## src/rtl/scanner_ctrl_param.sv

```systemverilog
// Scanner phase sequencer with occupancy counter; SCANNER_IDLE_TIMEOUT_EN adds IDLE auto-flush.
// Latency: state/data_count registered (1 clk); flags are zero-latency decodes of those registers.
// Backpressure: none; requests are sampled every cycle and acted on in priority order.
module scanner_ctrl_param #(
    parameter int CNT_W        = 8,
    parameter int DEPTH        = 100,
    parameter int READY_THRESH = 80,
    parameter int START_THRESH = 90,
    parameter int FILL_STEP    = 1,
    parameter int DRAIN_STEP   = 1,
    parameter int FLUSH_STEP   = 4,
    parameter int IDLE_TIMEOUT = 16
) (
    input  logic             clk,
    input  logic             rst,
    input  logic             start_scan,
    input  logic             transfer,
    input  logic             flush_signal,
    input  logic             go_to_standby,
    output logic [2:0]       state,
    output logic [CNT_W-1:0] data_count,
    output logic             ready_to_transfer,
    output logic             ready_second_buffer,
    output logic             start_second_buffer,
    output logic             buffer_full,
    output logic             buffer_empty
`ifdef SCANNER_IDLE_TIMEOUT_EN
    ,
    output logic             timeout_flush
`endif
);

    typedef enum logic [2:0] {
        S_LOW_POWER = 3'd0,
        S_ACTIVE    = 3'd1,
        S_STANDBY   = 3'd2,
        S_IDLE      = 3'd3,
        S_FLUSH     = 3'd4,
        S_TRANSFER  = 3'd5
    } state_t;

    localparam logic [CNT_W:0]   DEPTH_X = (CNT_W+1)'(DEPTH);
    localparam logic [CNT_W:0]   FILL_X  = (CNT_W+1)'(FILL_STEP);
    localparam logic [CNT_W:0]   DRAIN_X = (CNT_W+1)'(DRAIN_STEP);
    localparam logic [CNT_W:0]   FLUSH_X = (CNT_W+1)'(FLUSH_STEP);
    localparam logic [CNT_W-1:0] DEPTH_C = CNT_W'(DEPTH);
    localparam logic [CNT_W-1:0] READY_C = CNT_W'(READY_THRESH);
    localparam logic [CNT_W-1:0] START_C = CNT_W'(START_THRESH);

    state_t           state_q, state_d;
    logic [CNT_W-1:0] cnt_q, cnt_d;
    logic [CNT_W:0]   cnt_x, fill_sum, drain_dif, flush_dif;

    // One extra bit of headroom so the clamps see overflow/underflow instead of a wrap.
    assign cnt_x     = {1'b0, cnt_q};
    assign fill_sum  = cnt_x + FILL_X;
    assign drain_dif = cnt_x - DRAIN_X;
    assign flush_dif = cnt_x - FLUSH_X;

`ifdef SCANNER_IDLE_TIMEOUT_EN
    localparam int IDLE_W = $clog2(IDLE_TIMEOUT + 1);
    logic [IDLE_W-1:0] idle_cnt_q;
    logic              idle_quiet, timeout_hit;

    assign idle_quiet    = (state_q == S_IDLE) && !transfer && !flush_signal;
    assign timeout_hit   = idle_quiet && (idle_cnt_q == IDLE_W'(IDLE_TIMEOUT - 1));
    assign timeout_flush = timeout_hit;

    always_ff @(posedge clk or negedge rst) begin
        if (!rst)
            idle_cnt_q <= '0;
        else if (idle_quiet && !timeout_hit)
            idle_cnt_q <= idle_cnt_q + 1'b1;
        else
            idle_cnt_q <= '0;
    end
`endif

    always_comb begin
        state_d = state_q;
        cnt_d   = cnt_q;
        case (state_q)
            S_LOW_POWER: begin
                if (start_scan && !transfer) state_d = S_ACTIVE;
                else if (go_to_standby)      state_d = S_STANDBY;
            end
            S_STANDBY: begin
                if (start_scan) state_d = S_ACTIVE;
            end
            S_ACTIVE: begin
                if (transfer)               state_d = S_TRANSFER;
                else if (cnt_q == DEPTH_C)  state_d = S_IDLE;
                else cnt_d = (fill_sum > DEPTH_X) ? DEPTH_C : fill_sum[CNT_W-1:0];
            end
            S_IDLE: begin
                if (transfer)          state_d = S_TRANSFER;
                else if (flush_signal) state_d = S_FLUSH;
`ifdef SCANNER_IDLE_TIMEOUT_EN
                else if (timeout_hit)  state_d = S_FLUSH;
`endif
            end
            S_FLUSH: begin
                if (cnt_q == '0) state_d = S_LOW_POWER;
                cnt_d = (cnt_x < FLUSH_X) ? '0 : flush_dif[CNT_W-1:0];
            end
            S_TRANSFER: begin
                if (cnt_q == '0) state_d = S_LOW_POWER;
                cnt_d = (cnt_x < DRAIN_X) ? '0 : drain_dif[CNT_W-1:0];
            end
            default: state_d = S_LOW_POWER;
        endcase
    end

    always_ff @(posedge clk or negedge rst) begin
        if (!rst) begin
            state_q <= S_LOW_POWER;
            cnt_q   <= '0;
        end else begin
            state_q <= state_d;
            cnt_q   <= cnt_d;
        end
    end

    assign state               = state_q;
    assign data_count          = cnt_q;
    assign ready_second_buffer = (state_q == S_ACTIVE) && (cnt_q >= READY_C);
    assign start_second_buffer = (state_q == S_ACTIVE) && (cnt_q >= START_C);
    assign ready_to_transfer   = ready_second_buffer || (state_q == S_IDLE) ||
                                 ((state_q == S_TRANSFER) && (cnt_q != '0));
    assign buffer_full         = (cnt_q == DEPTH_C);
    assign buffer_empty        = (cnt_q == '0);

endmodule
```

## config.mk

```make
export PLATFORM = sky130hd
export DESIGN_NAME = scanner_ctrl_param
export DESIGN_NICKNAME = d
export VERILOG_FILES = /design/src/rtl/scanner_ctrl_param.sv
export SDC_FILE = /design/constraint.sdc
export NUM_CORES = 1
export LEC_CHECK = 0
export CORE_MARGIN = 8
export CORE_UTILIZATION = 25
export CTS_BUF_LIST = sky130_fd_sc_hd__clkbuf_4 sky130_fd_sc_hd__clkbuf_8 sky130_fd_sc_hd__clkbuf_16
export DETAILED_ROUTE_END_ITERATION = 6
export GPL_TIMING_DRIVEN = 0
export PLACE_DENSITY = 0.56
export SYNTH_ARGS = -nofsm -noshare
export SYNTH_HDL_FRONTEND = slang
export SYNTH_SLANG_ARGS = --single-unit
export TNS_END_PERCENT = 20
```

## constraint.sdc

```tcl
create_clock -name clk -period 2.2 [get_ports clk]
set_input_delay 0.33 -clock clk [delete_from_list [all_inputs] [get_ports clk]]
set_output_delay 0.33 -clock clk [all_outputs]
set_load 0.1 [all_outputs]
```

==> results of run 1 <==
cells in the mapped netlist (5+ instances only):
master	instances	area, um^2
inv_1	8	30.0
buf_2	5	25.0
nor2_1	11	41.3
o21ai_0	9	45.0
dfrtp_1	11	275
a21oi_1	11	55.1
ha_1	8	100
nor3b_1	6	45.0
nand2_1	13	48.8
worst paths after layout:
path / to / slack [ns] / cells after the start
worst max-delay path: data_count[7] / -0.17 / 9
worst min-delay path: data_count[1] / 0.46 / 1
worst max register to register: data_count[7] / -0.17 / 9
worst min register to register: data_count[7] / 0.71 / 2
max in group asynchronous: data_count[5] / 1.28 / 1
min in group clk: data_count[7] / 0.71 / 2
logic make-up (layout without fill, tap and decap cells):
group	Yosys count	after routing	synth area share
AOI/OAI and AO/OA	56	56	0.315
xor gates and xnor gates	5	5	0.0327
adders and majority gates	8	8	0.0748
buffers and inverters	22	73	0.0860
DFF	11	11	0.206
muxes	1	1	0.00841
and+or+nand+nor	62	62	0.278
metrics by stage:
stage	hold WS, ns	setup WS, ns	setup TNS [ns]	cells
floorplan	0.0344	-0.337	-2.72	165
global placement	0.674	-1.00	-5.84	256
detailed placement	0.685	-0.970	-5.77	256
CTS	0.480	-0.200	-0.619	280
global route	0.501	-0.229	-1.68	286
finish	0.461	-0.170	-0.911	286
state kept, by name, indices dropped and copies added (netlist names):
register    count
state           3
data_count      8
per-layer routing:
metal  track usage  wire (um)
met1         0.149       2080
met2         0.201       2220
met3        0.0294        338
met4        0.0468         61
met5             0          0
what timing repair did:
item | CTS | global route
buffers inserted | 20 | 6
resized for setup | 72 | 11
gates cloned | 0 | 0
pin swaps | 12 | 11
endpoints found under the setup margin | 16 | 13
cell type report:
cell class                      instances  area [um^2]  share of cell area
Timing Repair Buffer                   47          437               0.202
Tap cell                               70         87.6              0.0406
Clock buffer                            4         48.8              0.0226
Buffer                                 14          121              0.0563
Multi-Input combinational cell        132         1110               0.516
Inverter                                8         53.8              0.0249
Sequential cell                        11          297               0.137
==> flow_metrics.tcl, run 1 <==
set metrics [dict create \
    status "finished with violations" \
    failed_checks "negative setup slack" \
    tightestPinTransition_ns 0.970 \
    yosys_warnings 0 \
    timing.rr.start "data_count[2]" \
    rsz0062_at_grt "yes" \
    final_cell_mix "buf_4 (27), nand2_1 (11), nor2_1 (10), a21oi_1 (10), clkdlybuf4s50_1 (9)" \
    path_cells "buf_8 > inv_8 > ha_4 > or3b_4 > o41ai_4 > buf_4 > nor4_1 > o21bai_2 > a22o_1" \
    crit_buf_inv 3 \
    drive_gt1_frac 0.440 \
    yosysSeqAreaShare 0.206 \
    hp-class "in -> async" \
    crit_type "reg -> reg" \
    clk_latency_ns 0.25 \
    cts.htree.levels 1 \
    clock-sinks 11 \
    grt_antenna_before_repair 0 \
    gr-total-overflow 0 \
    nFillCells 549 \
    clk_path_buf_depth 2 \
    setup_viol 11 \
    gp_congestion 0.864 \
    die_y_um 89.2 \
    cp.arrival_ns 2.51 \
    startpoint "data_count[2]" \
    min_period_over_period 1.08 \
    syn_area_mm2 0.00134 \
    syn-num-nets 179 \
    avgSynthCellArea_um2 8.11 \
    relSlewSlack 0.351 \
    max_cap_violations 0 \
    area_growth_pct 61.1 \
    ant_nets 0 \
    vias 1509 \
    grt_pass1_wl_um 7570 \
    synth_ff_type "dfrtp_1" \
    final_common_cell "buf_4" \
    ys_ff_latch 11 \
    die_area_mm2 0.00795 \
    max_freq_ghz 0.422 \
    start_kind "register" \
    worst_slack_ns -0.170 \
    grt_usage 0.122 \
    post-route-cell-area_mm2 0.00216 \
    detailedRoute.firstPassIterationCount 4 \
    tritoncts.num_buffers 3 \
    synthCells 165 \
    async_reset_ff_frac 1.00 \
    core_mm2 0.00514 \
    routed_wl_um 4700 \
    hold_buffers 0 \
    finish.utilization 0.420 \
    dpl_cell_area_mm2 0.00173 \
    synth_cell_types 57 \
    crit_fanout 4 \
    antenna_cells 0 \
    slew_violations 0 \
    min_period_ns 2.37 \
    clk_pin_slew_ns 0.06 \
    io_buffer_count 21 \
    endpoint_kind "register" \
    post_drt_wl_per_cell_um 16.4 \
    rows 26 \
    clock-root-buffer "clkbuf_8" \
    cpMaxStageDelayCell "dfrtp_4" \
    boundaryPins 22 \
    grt_pass1_vias 1506 \
    viasPerCell 5.28 \
    dp_hpwl_um 3190 \
    drc 0 \
    synth_edf_count 0 \
    required_ns 2.34 \
    grt_max_degree 12 \
    finClkSkew_ns 0.00327 \
    cts_tree "built" \
    nets 231 \
    drt_iter0_drc 138 \
    finalHoldViolCount 0 \
    fp.dieW_um 89.2 \
    cp_top_family "compound AO/OA/AOI/OAI gates" \
    start_util 0.260 \
    critPathMaxStageDelay_ns 0.48 \
]
Power of run 1 is not shown: default switching activity piles up to over one toggle a cycle in this logic, so the estimate is an artifact.
==> inputs of run 2 (changes only) <==
--- a/config.mk
+++ b/config.mk
@@ -5,6 +5,7 @@
 export SDC_FILE = /design/constraint.sdc
 export NUM_CORES = 1
 export LEC_CHECK = 0
+export ABC_AREA = 1
 export CORE_MARGIN = 8
 export CORE_UTILIZATION = 25
 export CTS_BUF_LIST = sky130_fd_sc_hd__clkbuf_4 sky130_fd_sc_hd__clkbuf_8 sky130_fd_sc_hd__clkbuf_16
==> run 2 against run 1 <==
Net effect: the flow now finishes without violations; wire length fell by 22%; flip-flop and latch count unchanged; critical path type is now reg -> out; highest routed layer unchanged; design area is 17% lower.
==> flow_metrics.tcl, run 2 <==
set metrics [dict create \
    status "completed" \
    finClkSkew_ns 0.000813 \
    slew_violations 0 \
    viasPerCell 4.28 \
    endpoint_kind "primary output" \
    finish.utilization 0.352 \
    max_cap_violations 0 \
    async_reset_ff_frac 1.00 \
    cp.arrival_ns 1.81 \
    ys_top_cells_by_area "dfrtp_1 (21%), nand2_1 (19%), nor2_1 (8.5%)" \
    start_util 0.258 \
    ant_nets 0 \
    post-route-cell-area_mm2 0.00180 \
    critPathMaxStageDelay_ns 1.15 \
    rows 26 \
    area_growth_pct 36.6 \
    setup_viol 0 \
    die_y_um 88.6 \
    grt_max_degree 12 \
    gr-total-overflow 0 \
    synth_top_area_cell "dfrtp_1" \
    nets 255 \
    start_kind "register" \
    dpl_cell_area_mm2 0.00172 \
    clk_path_buf_depth 2 \
    synth_commonest_cells "nand2_1 (65), nor2_1 (30), inv_1 (25), nand3_1 (17), dfrtp_1 (11)" \
    gp_congestion 0.841 \
    syn_area_mm2 0.00132 \
    synth_top_cell_area_share 0.209 \
    ys_ff_latch 11 \
    dp_hpwl_um 3080 \
    syn-num-nets 229 \
    clock-sinks 11 \
    max_freq_ghz 0.468 \
    cp_top_family "buffers and inverters" \
    grt_pass1_wl_um 6240 \
    yosysSeqAreaShare 0.209 \
    synth_most_common_cell "nand2_1" \
    rsz0062_at_grt "no" \
    synth_cell_types 28 \
    crit_fanout 4 \
    routed_wl_um 3670 \
    whs_ns 0.422 \
    min_period_over_period 0.971 \
    crit_type "reg -> out" \
    nFillCells 567 \
    cts_tree "built" \
    fp.dieW_um 88.6 \
    yosys_warnings 0 \
    drc 0 \
    min_period_ns 2.14 \
    final_common_cell "nand2_1" \
    crit_buf_inv 1 \
    tritoncts.num_buffers 3 \
    tightestPinTransition_ns 0.990 \
    cpMaxStageDelayCell "clkdlybuf4s50_1" \
    core_mm2 0.00511 \
    detailedRoute.firstPassIterationCount 4 \
    final_cell_mix "nand2_1 (65), nor2_1 (29), inv_1 (20)" \
    grt_pass1_vias 1313 \
    synth_edf_count 0 \
    cts_setup_buffers 0 \
    largest_reg_flops 8 \
    vias 1326 \
    antenna_cells 0 \
    finalHoldViolCount 0 \
    relSlewSlack 0.338 \
    clk_latency_ns 0.23 \
    cts.htree.levels 1 \
    clock-root-buffer "clkbuf_8" \
    io_buffer_count 21 \
    boundaryPins 22 \
    synthCells 215 \
    path_cells "clkdlybuf4s50_1" \
    drive_gt1_frac 0.213 \
    grt_usage 0.0996 \
    drt_iter0_drc 70 \
    hold_buffers 0 \
    required_ns 1.87 \
    clk_pin_slew_ns 0.05 \
    avgSynthCellArea_um2 6.13 \
    hp-class "in -> async" \
    setup_tns_ns 0 \
    synth_ff_type "dfrtp_1" \
    post_drt_wl_per_cell_um 11.8 \
    die_area_mm2 0.00785 \
    grt_antenna_before_repair 0 \
]
run 2: cells by family (layout without fill, tap and decap cells):
logic type | count (synthesis) | in the layout | share of synthesized area
xor gates and xnor gates | 7 | 7 | 0.0465
AOI/OAI and AO/OA | 24 | 24 | 0.106
adders and majority gates | 8 | 8 | 0.0760
DFF | 11 | 11 | 0.209
and+or+nand+nor | 129 | 129 | 0.452
buffers and inverters | 36 | 61 | 0.110
run 2: metal layers:
metal  track usage  wire length, um  vias up
met5             0                0        -
li1              -                -      729
met2         0.166             1730       13
met1         0.131             1870      580
met4        0.0276               31        0
met3        0.0102               42        4
run 2: cell type report:
cell class	count	area [um^2]	area share
Multi-Input combinational cell	168	965	0.536
Sequential cell	11	305	0.170
Timing Repair Buffer	21	221	0.123
Inverter	32	134	0.0744
Tap cell	70	87.6	0.0487
Clock buffer	4	48.8	0.0271
Buffer	4	37.5	0.0209
run 2: final timing paths:
path / start / endpoint / slack [ns] / depth (start not counted)
max: data_count[2] / data_count[2] / 0.06 / 1
min: rst / state[2] / 0.42 / 1
max reg2reg: data_count[2] / data_count[3] / 0.21 / 11
min reg2reg: data_count[6] / data_count[6] / 0.56 / 2
max in group asynchronous: rst / data_count[4] / 1.42 / 1
min in group clk: data_count[6] / data_count[6] / 0.56 / 2
run 2: what timing repair did:
item                       4_1_cts  5_1_grt
gates resized for setup         32       13
cloned                           0        0
pin swaps                        0        1
setup endpoints to repair        8        7
run 2: stage by stage:
stage,setup slack [ns],cells
2_1_floorplan,-0.386,215
3_3_place_gp,-0.650,306
3_5_place_dp,-0.648,306
4_1_cts,-0.0228,310
5_1_grt,0.00638,310
6_report,0.0628,310
Power of run 2 is left out for the same reason.
